### config.mk
export PLATFORM = sky130hd
export DESIGN_NAME = spi_byte_sequencer
export DESIGN_NICKNAME = d
export VERILOG_FILES = /design/src/rtl/spi_pkg.sv /design/src/rtl/spi_sync_fifo.sv /design/src/rtl/spi_byte_sequencer.sv
export SDC_FILE = /design/constraint.sdc
export NUM_CORES = 1
export LEC_CHECK = 0
export ABC_AREA = 1
export CORE_MARGIN = 2
export CORE_UTILIZATION = 30
export CTS_BUF_LIST = sky130_fd_sc_hd__clkbuf_2 sky130_fd_sc_hd__clkbuf_4 sky130_fd_sc_hd__clkbuf_8
export DETAILED_ROUTE_END_ITERATION = 6
export PLACE_DENSITY = 0.52
export REMOVE_ABC_BUFFERS = 1
export SLEW_MARGIN = 20
export SYNTH_ARGS = -nofsm -noshare
export SYNTH_HDL_FRONTEND = slang
export SYNTH_HIERARCHICAL = 1
export SYNTH_SLANG_ARGS = --single-unit
### constraint.sdc
create_clock -name clk -period 1.6 [get_ports clk]
set_input_delay 0.48 -clock clk [delete_from_list [all_inputs] [get_ports clk]]
set_output_delay 0.48 -clock clk [all_outputs]
set_load 0.03 [all_outputs]
### src/rtl/spi_pkg.sv
// spi_pkg: shared types and defaults for the SPI byte sequencer slice.
//   spi_byte_t  - one SPI data byte
//   seq_state_e - sequencer FSM states
//   SEQ_DEPTH / SEQ_LEN_W - default TX FIFO depth and go_len width
package spi_pkg;
    typedef logic [7:0] spi_byte_t;
    typedef enum logic [2:0] {IDLE, LOAD, START, WAIT_BUSY, WAIT_DONE, FINISH} seq_state_e;
    localparam int SEQ_DEPTH = 8;
    localparam int SEQ_LEN_W = 4;
endpackage

### src/rtl/spi_sync_fifo.sv
// spi_sync_fifo: DEPTH x 8 synchronous FIFO with registered full/empty flags.
//   clk, rst        - clock, asynchronous active-high reset
//   i_wr, i_wdata   - push request and data (ignored while full)
//   i_rd            - pop request (ignored while empty)
//   o_rdata         - head of queue (show-ahead)
//   o_full, o_empty - registered status flags
module spi_sync_fifo
    import spi_pkg::*;
#(
    parameter int DEPTH = SEQ_DEPTH
) (
    input  logic      clk,
    input  logic      rst,
    input  logic      i_wr,
    input  spi_byte_t i_wdata,
    input  logic      i_rd,
    output spi_byte_t o_rdata,
    output logic      o_full,
    output logic      o_empty
);
    localparam int AW = $clog2(DEPTH);
    spi_byte_t   r_mem [DEPTH];
    logic [AW:0] r_wptr, r_rptr;
    logic        r_full, r_empty;
    logic        w_push, w_pop;
    logic [AW:0] w_wptr_n, w_rptr_n;
    assign w_push   = i_wr && !r_full;
    assign w_pop    = i_rd && !r_empty;
    assign w_wptr_n = r_wptr + (AW+1)'(w_push);
    assign w_rptr_n = r_rptr + (AW+1)'(w_pop);
    assign o_rdata  = r_mem[r_rptr[AW-1:0]];
    assign o_full   = r_full;
    assign o_empty  = r_empty;
    // Flags are computed from the next pointers so they are valid the cycle after the edge.
    always_ff @(posedge clk or posedge rst) begin
        if (rst) begin
            r_wptr  <= '0;
            r_rptr  <= '0;
            r_full  <= 1'b0;
            r_empty <= 1'b1;
        end else begin
            r_wptr  <= w_wptr_n;
            r_rptr  <= w_rptr_n;
            r_full  <= (w_wptr_n[AW] != w_rptr_n[AW]) && (w_wptr_n[AW-1:0] == w_rptr_n[AW-1:0]);
            r_empty <= w_wptr_n == w_rptr_n;
        end
    end
    always_ff @(posedge clk) begin
        if (w_push) r_mem[r_wptr[AW-1:0]] <= i_wdata;
    end
endmodule

### src/rtl/spi_byte_sequencer.sv
// spi_byte_sequencer: runs one cs_n-framed multi-byte transaction over a byte-level SPI driver.
//   clk, rst                     - clock, asynchronous active-high reset
//   i_tx_data/i_tx_valid/o_tx_ready - TX byte enqueue into the internal FIFO
//   i_go, i_go_len               - start a transaction of i_go_len+1 bytes (IDLE only)
//   o_busy, o_done               - transaction in progress / one-cycle completion pulse
//   o_cs_n                       - active-low chip select framing the transaction
//   o_rx_data, o_rx_valid        - received byte stream, one pulse per byte
//   o_drv_data, o_drv_start      - byte and start pulse to the driver
//   i_drv_busy, i_drv_rx         - driver busy and received byte
module spi_byte_sequencer
    import spi_pkg::*;
#(
    parameter int DEPTH = SEQ_DEPTH,
    parameter int LEN_W = SEQ_LEN_W
) (
    input  logic             clk,
    input  logic             rst,
    input  spi_byte_t        i_tx_data,
    input  logic             i_tx_valid,
    output logic             o_tx_ready,
    input  logic             i_go,
    input  logic [LEN_W-1:0] i_go_len,
    output logic             o_busy,
    output logic             o_done,
    output logic             o_cs_n,
    output spi_byte_t        o_rx_data,
    output logic             o_rx_valid,
    output spi_byte_t        o_drv_data,
    output logic             o_drv_start,
    input  logic             i_drv_busy,
    input  spi_byte_t        i_drv_rx
);
    seq_state_e       r_state;
    logic [LEN_W-1:0] r_rem;
    logic             r_busy, r_done, r_cs_n, r_rx_valid, r_start;
    spi_byte_t        r_rx_data, r_drv_data;
    spi_byte_t        w_head;
    logic             w_full, w_empty;
    spi_sync_fifo #(.DEPTH(DEPTH)) u_fifo (
        .clk     (clk),
        .rst     (rst),
        .i_wr    (i_tx_valid),
        .i_wdata (i_tx_data),
        .i_rd    (r_state == LOAD),
        .o_rdata (w_head),
        .o_full  (w_full),
        .o_empty (w_empty)
    );
    assign o_tx_ready  = !w_full;
    assign o_busy      = r_busy;
    assign o_done      = r_done;
    assign o_cs_n      = r_cs_n;
    assign o_rx_data   = r_rx_data;
    assign o_rx_valid  = r_rx_valid;
    assign o_drv_data  = r_drv_data;
    assign o_drv_start = r_start;
    always_ff @(posedge clk or posedge rst) begin
        if (rst) begin
            r_state    <= IDLE;
            r_rem      <= '0;
            r_busy     <= 1'b0;
            r_done     <= 1'b0;
            r_cs_n     <= 1'b1;
            r_rx_data  <= '0;
            r_rx_valid <= 1'b0;
            r_drv_data <= '0;
            r_start    <= 1'b0;
        end else begin
            r_start    <= 1'b0;
            r_rx_valid <= 1'b0;
            r_done     <= 1'b0;
            case (r_state)
                IDLE: begin
                    // busy stays high through the done cycle, then follows go
                    r_busy <= i_go;
                    if (i_go) begin
                        r_rem   <= i_go_len;
                        r_cs_n  <= 1'b0;
                        r_state <= LOAD;
                    end
                end
                LOAD: begin
                    if (!w_empty) begin
                        r_drv_data <= w_head;
                        r_start    <= 1'b1;
                        r_state    <= START;
                    end
                end
                START: r_state <= WAIT_BUSY;
                WAIT_BUSY: begin
                    if (i_drv_busy) r_state <= WAIT_DONE;
                end
                WAIT_DONE: begin
                    if (!i_drv_busy) begin
                        r_rx_data  <= i_drv_rx;
                        r_rx_valid <= 1'b1;
                        r_rem      <= r_rem - 1'b1;
                        r_state    <= (r_rem == '0) ? FINISH : LOAD;
                    end
                end
                FINISH: begin
                    r_cs_n  <= 1'b1;
                    r_done  <= 1'b1;
                    r_state <= IDLE;
                end
                default: r_state <= IDLE;
            endcase
        end
    end
endmodule
# After elaboration in Yosys (flattened, before gate mapping)
# Memories as Yosys holds them, arrays and structs flattened. A register that Yosys moved wholly into a read port is not among the register bits.
# Index checks and enable logic that the tools add are counted.
word_totals:
  n_memories: 1
  latchBits: 0
  in_bits: 25
  wordCells: 62
  out_inout_bits: 22
  mem_bits_rw: 64
  romBits: 0
  reg_bits: 30
classes:
  n_eq_ne: 12
  div_mod_pow: 0
  bitwise_logic: 2
  reduce_logical: 14
  muxes: 18
  mul: 0
  addsub: 3
  n_shift: 0
  magnitude_cmp: 0
mem_list:
  columns: ["name", "words", "width", "rd", "rd_ports_with_merged_regs", "wr", "line", "text"]
  rows:
  - ["u_fifo.r_mem", 8, 8, 1, 1, 1, "spi_sync_fifo.sv:22", "spi_byte_t r_mem [DEPTH];"]
ops:
  columns: ["cell", "n"]
  rows:
  - ["3-bit two-way mux", 5]
  - ["3-bit one-hot mux with 5 select lines", 1]
  - ["4-bit by 1-bit adder with 4-bit output", 2]
  - ["1-bit two-way mux", 8]
  - ["4-bit two-way mux", 2]
  - ["2-bit != test, second input constant", 4]
  - ["4-bit one-hot mux with 2 select lines", 1]
  - ["3-bit by 2-bit equality test with 1-bit output, second input constant", 2]
  - ["3-bit equality test, second input constant", 2]
  - ["2-bit AND reduction", 3]
  - ["4-bit equality test", 1]
  - ["4-bit logical NOT", 1]
  - ["4-bit AND reduction", 1]
  - ["2-bit nonzero test", 2]
  - ["4-bit by 1-bit subtractor with 4-bit output, second input constant", 1]
  - ["3-bit by 1-bit equality test with 1-bit output, second input constant", 1]
  - ["3-bit equality test", 1]
  - ["1-bit logical AND", 3]
  - ["3-bit logical NOT", 1]
  - ["3-bit AND reduction", 1]
  - ["1-bit logical NOT", 2]
  - ["1-bit inverter", 2]
  - ["1-bit one-hot mux with 2 select lines", 1]
  - ["1-bit != test", 1]

# Longest topological paths before layout
# Gate-level depths: netlist (run 1).
depth:
  word_depth: 5
  ltp_mapped: 14
  mapped_depth_nobuf: 14

# Cells and area by module
# The synthesis (run 1) kept the hierarchy.
modules_own_cells:
  columns: ["module", "seq_area_each_um2", "area_each_um2", "n_inst", "cells_per_inst"]
  rows:
  - ["spi_sync_fifo", 2173.3, 3047.9, 1, 263]
  - ["spi_byte_sequencer", 701.9, 1258.7, 1, 151]

# Worst setup path after synthesis (run 1)
# Ideal clock, no wire load.
synth_path:
  path_kind: "register to register"
  start: "register r_state[2]"
  end: "register u_fifo.r_empty (netlist: u_fifo/o_empty)"
  path_buffers: 1
  setup_ns: 0.067
  stages_incl_launch_ff: 12
  period_less_slack_ns: 1.763
  arrival_time_ns: 1.696
  path_slack_ns: -0.163
  required_time_ns: 1.533
  path_cell_list: "dfrtp_1 -> buf_2 -> nor3_4 -> inv_1 -> nor2_1 -> ha_1 -> ha_1 -> xnor2_1 -> nand2_1 -> nor2_1 -> nand2_1 -> nor2_1"
synth_via:
  elab_chain_len: 4
synth_lines:
  columns: ["element", "line", "text"]
  rows:
  - ["start: declaration", "spi_byte_sequencer.sv:33", "seq_state_e r_state;"]
  - ["start signal: assignment", "spi_byte_sequencer.sv:98", "r_state <= (r_rem == '0) ? FINISH : LOAD;"]
  - ["3-bit by 1-bit equality test with 1-bit output", "spi_byte_sequencer.sv:44", ".i_rd (r_state == LOAD),"]
  - ["1-bit logical AND", "spi_sync_fifo.sv:28", "assign w_pop = i_rd && !r_empty;"]
  - ["4-bit by 1-bit adder with 4-bit output", "spi_sync_fifo.sv:30", "assign w_rptr_n = r_rptr + (AW+1)'(w_pop);"]
  - ["via u_fifo.w_rptr_n[1]", "spi_sync_fifo.sv:26", "logic [AW:0] w_wptr_n, w_rptr_n;"]
  - ["4-bit equality test", "spi_sync_fifo.sv:45", "r_empty <= w_wptr_n == w_rptr_n;"]
  - ["end signal: assignment", "spi_sync_fifo.sv:45", null]
  - ["end: declaration", "spi_sync_fifo.sv:24", "logic r_full, r_empty;"]
# The timed path passes the listed nets, and every way through them passes these cells.
# A chain may end at the register's enable or synchronous reset.

# Worst setup path after layout (run 1)
# Same ends and word-level chain as after synthesis.

==> results of run 1 <==
final cells by class:
| cell class | instances | area (um2) |
|---|---|---|
| Multi-Input combinational cell | 268 | 1310 |
| Timing Repair Buffer | 73 | 683 |
| Clock buffer | 10 | 131 |
| Clock inverter | 5 | 33.8 |
| Inverter | 33 | 126 |
| Tap cell | 180 | 225 |
| Fill cell | 1373 | 8550 |
| Sequential cell | 102 | 2880 |
critical path: stages, from the launching register on:
cell     delay [ns]
dfrtp_1        0.42
nor3_4         0.19
inv_1          0.07
nor2_2         0.16
ha_4           0.17
ha_4           0.21
xnor2_2        0.11
nand2_1        0.06
nor2_1         0.10
nand2_1        0.08
nor2_1         0.13
path summary, 6_finish.rpt:
kind                       startpoint               end  slack (ns)  cells after the start
setup / recovery           r_state[2]    u_fifo/o_empty       -0.17                     10
hold / removal                    rst  u_fifo/r_wptr[2]        0.42                      2
setup reg to reg           r_state[2]    u_fifo/o_empty       -0.17                     10
hold reg to reg                o_cs_n            o_cs_n        0.48                      2
max in group asynchronous         rst    u_fifo/o_empty        0.86                      2
min in group clk               o_cs_n            o_cs_n        0.48                      2
cell families after synthesis:
group | Yosys count | synth area share, %
and+or+nand+nor | 199 | 19.0
DFF | 102 | 66.8
AOI/OAI and AO/OA | 62 | 8.02
buffers and inverters | 44 | 4.36
adders and majority gates | 5 | 1.45
xor gates and xnor gates | 2 | 0.407
state kept, by name (all words and copies together) (netlist names):
signal,count
r_state,3
r_rem,4
u_fifo/o_full,1
o_busy,1
u_fifo/r_rptr,4
o_cs_n,1
u_fifo/o_empty,1
u_fifo/r_mem,64
o_done,1
o_drv_start,1
o_drv_data,8
o_rx_data,8
o_rx_valid,1
u_fifo/r_wptr,4
cell usage after synthesis:
cell      count  area share [%]
edfxtp_1     64              45
nor2_1       51             4.4
nor3_1        1            0.12
nand3b_1      1            0.17
a31oi_1       1            0.15
nand2_1     120              10
inv_2         5            0.44
ha_1          5             1.5
buf_4         3            0.52
nor2_4        1            0.26
clkinv_2      1            0.12
nand2_2       5            0.73
nand3_1      14             1.6
o21ai_0      13             1.5
nor3_4        1            0.38
o21bai_1      1            0.17
xnor2_1       2            0.41
dfstp_2       2             1.2
o21ai_4       1            0.38
o21ai_1      30             3.5
clkinv_1      1           0.087
dfrtp_1      36              21
buf_2         8            0.93
nand4_1       3            0.44
nand3_2       1            0.23
nor2_2        1            0.15
o22ai_1      16             2.3
inv_1        26             2.3
what timing repair did:
action                                  in CTS  in global routing
pin swaps                                    3                 10
gates resized for setup                     51                 28
endpoints found under the setup margin      22                 40
hold buffers                                 0                  0
hold endpoints to repair                     0                  0
setup buffers                                1                  0
power breakdown:
group | leakage (nW) | switching [mW] | internal [mW] | total [mW]
clock network | 0.0840 | 0.852 | 0.579 | 1.43
registers | 1.05 | 0.375 | 3.47 | 3.84
logic | 1.11 | 2.71 | 1.73 | 4.43
total | 2.24 | 3.93 | 5.78 | 9.71
layer usage:
layer | share of wire [%] | track usage, % | up-vias
li1 | - | - | 1527
met1 | 47 | 17.4 | 1459
met2 | 48 | 20.2 | 58
met3 | 4.6 | 2.61 | 4
met4 | 0.76 | 4.69 | 0
met5 | 0 | 0 | -
cell usage in the layout, fill, tap and decap left out, types with 4 or more instances in the layout:
| cell type | netlist | routed |
|---|---|---|
| clkdlybuf4s15_2 | 0 | 10 |
| buf_4 | 3 | 23 |
| nand2_1 | 120 | 117 |
| nand3_1 | 14 | 14 |
| buf_12 | 0 | 4 |
| dfrtp_1 | 36 | 35 |
| o22ai_1 | 16 | 15 |
| nor2_1 | 51 | 48 |
| clkbuf_2 | 0 | 9 |
| clkbuf_8 | 0 | 9 |
| o21ai_0 | 13 | 13 |
| edfxtp_1 | 64 | 64 |
| nand2_2 | 5 | 6 |
| inv_1 | 26 | 24 |
| clkdlybuf4s50_1 | 0 | 24 |
| nor2_2 | 1 | 4 |
| inv_2 | 5 | 7 |
| o21ai_1 | 30 | 29 |
==> flow_summary.json, run 1 <==
{
  "holdWs_ns": 0.423,
  "vias": 3048,
  "area_growth_pct": 25.1,
  "yosysWarnings": 6,
  "slew_headroom_pct": 74.0,
  "clk_latency_ns": 0.36,
  "pin_count": 47,
  "clk_path_buf_depth": 2,
  "setup_ws_ns": -0.174,
  "ant_nets": 0,
  "place_congestion": 0.819,
  "dp_cells": 655,
  "cts.clk_slew.worst_paths_ns": 0.10,
  "htree_levels": 3,
  "syn_inst": 414,
  "fin_nets": 517,
  "avgSynthCellArea_um2": 10.4,
  "vdd_drop_max_mv": 0.632,
  "drt-pass1-iter-count": 4,
  "cap_violations": 0,
  "grt_max_degree": 34,
  "yosys.cell_types.count": 28,
  "fin_worst_skew_ns": 0.0126,
  "track_usage_pct": 12.8,
  "antenna_found_initial": 0,
  "worst_ep_arrival_time_ns": 2.06,
  "place_area_mm2": 0.00517,
  "period_share_pct": 111,
  "hold_class": "in2async",
  "violations": "negative setup slack",
  "tns_ns": -0.300,
  "crit_required_ns": 1.88,
  "cts_root_buf": "clkbuf_8",
  "status": "complete, but fails checks",
  "p_leak_nw": 2.24,
  "hold_viol": 0,
  "insertedDiodeCount": 0,
  "core_mm2": 0.0139,
  "slew_violations": 0,
  "drive_gt1_share_pct": 19.3,
  "dr.first_iter.drc_count": 201,
  "yosysSeqAreaShare_pct": 66.8,
  "grt_pass1_wl_um": 14700,
  "drc": 0,
  "wl_per_cell_um": 13.9,
  "finalSetupViolations": 2,
  "grt_overflow": 0,
  "design_area_mm2": 0.00539,
  "wl_um": 9330,
  "initial_core_util_pct": 30.9,
  "rsz0062_at_grt": "yes",
  "worst_slew_pin_slew_ns": 0.390,
  "rows": 43,
  "dp_slack_ns": -0.451,
  "min_period_ns": 1.77,
  "syn-cell-area_mm2": 0.00431,
  "die_w_um": 124,
  "ys_seq_elements": 102,
  "cts_num_sinks": 102,
  "tritoncts": "done",
  "fmax_mhz": 564,
  "startpoint_type": "flip-flop",
  "via_per_inst": 4.54,
  "die_area_mm2": 0.0153,
  "die_h_um": 124,
  "dp_hpwl_um": 6600,
  "cts_made_buffers": 9,
  "crit_path_max_fanout": 2,
  "grt_pass1_vias": 2943,
  "portBuffers": 46,
  "final-instance-count-excl-fill": 671,
  "power.density_mw_per_mm2": 1800,
  "worstSetupPathType": "reg2reg",
  "utilization_pct": 38.7,
  "crit_path_end_kind": "flip-flop",
  "finalPower_mw": 9.71
}
Power figures use the tool's default switching activity.
==> run 2, diff against run 1 <==
- SLEW_MARGIN: 20 -> unset
==> results of run 2 <==
Final layout, timing and power as in run 1 (identical DEF).
==> run 3, diff against run 2 <==
- CORE_UTILIZATION: 30 -> 42
- CTS_CLUSTER_DIAMETER: unset -> 40
- PLACE_DENSITY: 0.52 -> 0.67
==> run 3 against run 2 <==
The flow still finishes with violations (negative setup slack). Flip-flop and latch count is the same. Clock-buffer cell count is the same. Global-route usage grew 4.0 points. Worst setup slack gained 0.034 ns. Register-to-register slack gained 0.03 ns. Maximum frequency grew 1.9%. Combinational power shrank 2%. Total power shrank 0.92%. Critical endpoint is now u_fifo/o_full. Largest cell class unchanged.
==> flow_summary.json, run 3 (synthesis gave the netlist of run 1 again) <==
{
  "drc": 0,
  "min_period_ns": 1.74,
  "violations": "negative setup slack",
  "die_w_um": 105,
  "via_per_inst": 4.83,
  "cts_num_sinks": 102,
  "antenna_found_initial": 0,
  "startpoint_type": "flip-flop",
  "reg2reg_from": "r_state[2]",
  "wl_per_cell_um": 13.6,
  "design_area_mm2": 0.00533,
  "mostFrequentLayoutCells": "114 x nand2_1, 64 x edfxtp_1, 51 x nor2_1, 36 x dfrtp_1, 34 x buf_4",
  "slew_headroom_pct": 69.7,
  "place_congestion": 0.786,
  "vdd_drop_max_mv": 0.647,
  "finalPower_mw": 9.62,
  "hold_class": "in2async",
  "clk_path_buf_depth": 2,
  "clk_latency_ns": 0.37,
  "fmax_mhz": 574,
  "die_h_um": 105,
  "power.switching_mw": 3.93,
  "place_area_mm2": 0.00510,
  "core_mm2": 0.00986,
  "drive_gt1_share_pct": 21.0,
  "final-instance-count-excl-fill": 632,
  "rows": 36,
  "pwr-share-clk_pct": 15.4,
  "cts_root_buf": "clkbuf_8",
  "pin_count": 47,
  "fin_worst_skew_ns": 0.00739,
  "crit_required_ns": 1.90,
  "power_frac_seq_pct": 39.7,
  "swShare_pct": 40.8,
  "reg2reg_depth": 12,
  "grt_max_degree": 33,
  "holdWs_ns": 0.428,
  "status": "complete, but fails checks",
  "insertedDiodeCount": 0,
  "htree_levels": 3,
  "slew_violations": 0,
  "r2r_slack_ns": -0.14,
  "fin_nets": 524,
  "p_leak_nw": 2.27,
  "crit_path_max_fanout": 3,
  "cts_made_buffers": 9,
  "dr.first_iter.drc_count": 224,
  "ant_nets": 0,
  "timing.rr.end": "u_fifo/o_full",
  "worst_slew_pin_slew_ns": 0.452,
  "finalSetupViolations": 2,
  "drt-pass1-iter-count": 4,
  "tns_ns": -0.275,
  "hold_viol": 0,
  "period_share_pct": 109,
  "grt_pass1_wl_um": 14700,
  "largest_register_ffs": 64,
  "crit_path_end_kind": "flip-flop",
  "portBuffers": 46,
  "setup_ws_ns": -0.141,
  "wl_um": 8610,
  "tritoncts": "done",
  "power.density_mw_per_mm2": 1800,
  "grt_pass1_vias": 3112,
  "initial_core_util_pct": 43.7,
  "worstSetupPathType": "reg2reg",
  "vias": 3052,
  "hold_buffers": 0,
  "die_area_mm2": 0.0111,
  "worst_ep_arrival_time_ns": 2.04,
  "power_frac_comb_pct": 44.9,
  "final_common_cell": "nand2_1",
  "rsz0062_at_grt": "yes",
  "cap_violations": 0,
  "dp_hpwl_um": 6160,
  "track_usage_pct": 16.8,
  "grt_overflow": 0,
  "dp_cells": 611,
  "intPower_mw": 5.69,
  "cts.clk_slew.worst_paths_ns": 0.09,
  "area_growth_pct": 23.8
}
[run 3: how the worst max path moves through the flow]
stage / end / start / slack, ns
3_5_place_dp: u_fifo/o_full / i_tx_valid / -0.46
2_1_floorplan: u_fifo/o_empty / u_fifo/r_rptr[0] / -0.27
6_report: u_fifo/o_full / r_state[2] / -0.14
3_3_place_gp: u_fifo/o_empty / i_tx_valid / -0.40
5_1_grt: u_fifo/o_empty / r_state[2] / -0.27
4_1_cts: u_fifo/o_full / r_state[0] / -0.15
[run 3: through the flow]
stage | utilization, % | worst slack, ns
finish | 54.0 | -0.141
global route | 54.0 | -0.269
global placement | 51.7 | -0.397
floorplan | - | -0.269
detailed placement | 51.7 | -0.456
CTS | 54.1 | -0.149
[run 3: worst max-delay path, cell delays in order, from the launching register on]
cell	delay [ns]
dfrtp_1	0.42
nor3_4	0.20
inv_1	0.05
nor2_1	0.11
ha_2	0.22
buf_4	0.12
buf_6	0.09
nand3_2	0.07
nand2_1	0.08
nand2_2	0.09
nand3_2	0.08
nand2_1	0.05
nor2_1	0.09
[run 3: cell type report]
| type | count | area, um2 |
|---|---|---|
| multi-input combinational | 268 | 1320 |
| timing repair buffer | 80 | 663 |
| fill | 851 | 4530 |
| clock inverter | 6 | 45.0 |
| tap | 133 | 166 |
| clock buffer | 10 | 131 |
| sequential | 102 | 2880 |
| inverter | 33 | 125 |
[run 3: what timing repair did]
item / 4_1_cts / 5_1_grt
resized for setup: 55 / 24
setup endpoints to repair: 22 / 53
pin swaps: 11 / 11
setup buffers: 2 / 4
[run 3: power groups by stage]
stage	registers (mW)	logic (mW)	clock network, mW
6_report	3.82	4.32	1.48
3_5_place_dp	3.86	4.23	0
3_3_place_gp	3.84	4.14	0
5_1_grt	3.90	4.88	1.61
4_1_cts	3.81	4.30	1.52
2_1_floorplan	4.44	2.06	0
[run 3: metal layers]
layer | up-vias | routed length (um) | global-route usage (%)
met5 | - | 0 | 0
met4 | 0 | 112 | 6.29
met3 | 8 | 463 | 4.02
met2 | 76 | 4010 | 26.0
met1 | 1420 | 4030 | 23.0
li1 | 1548 | - | -
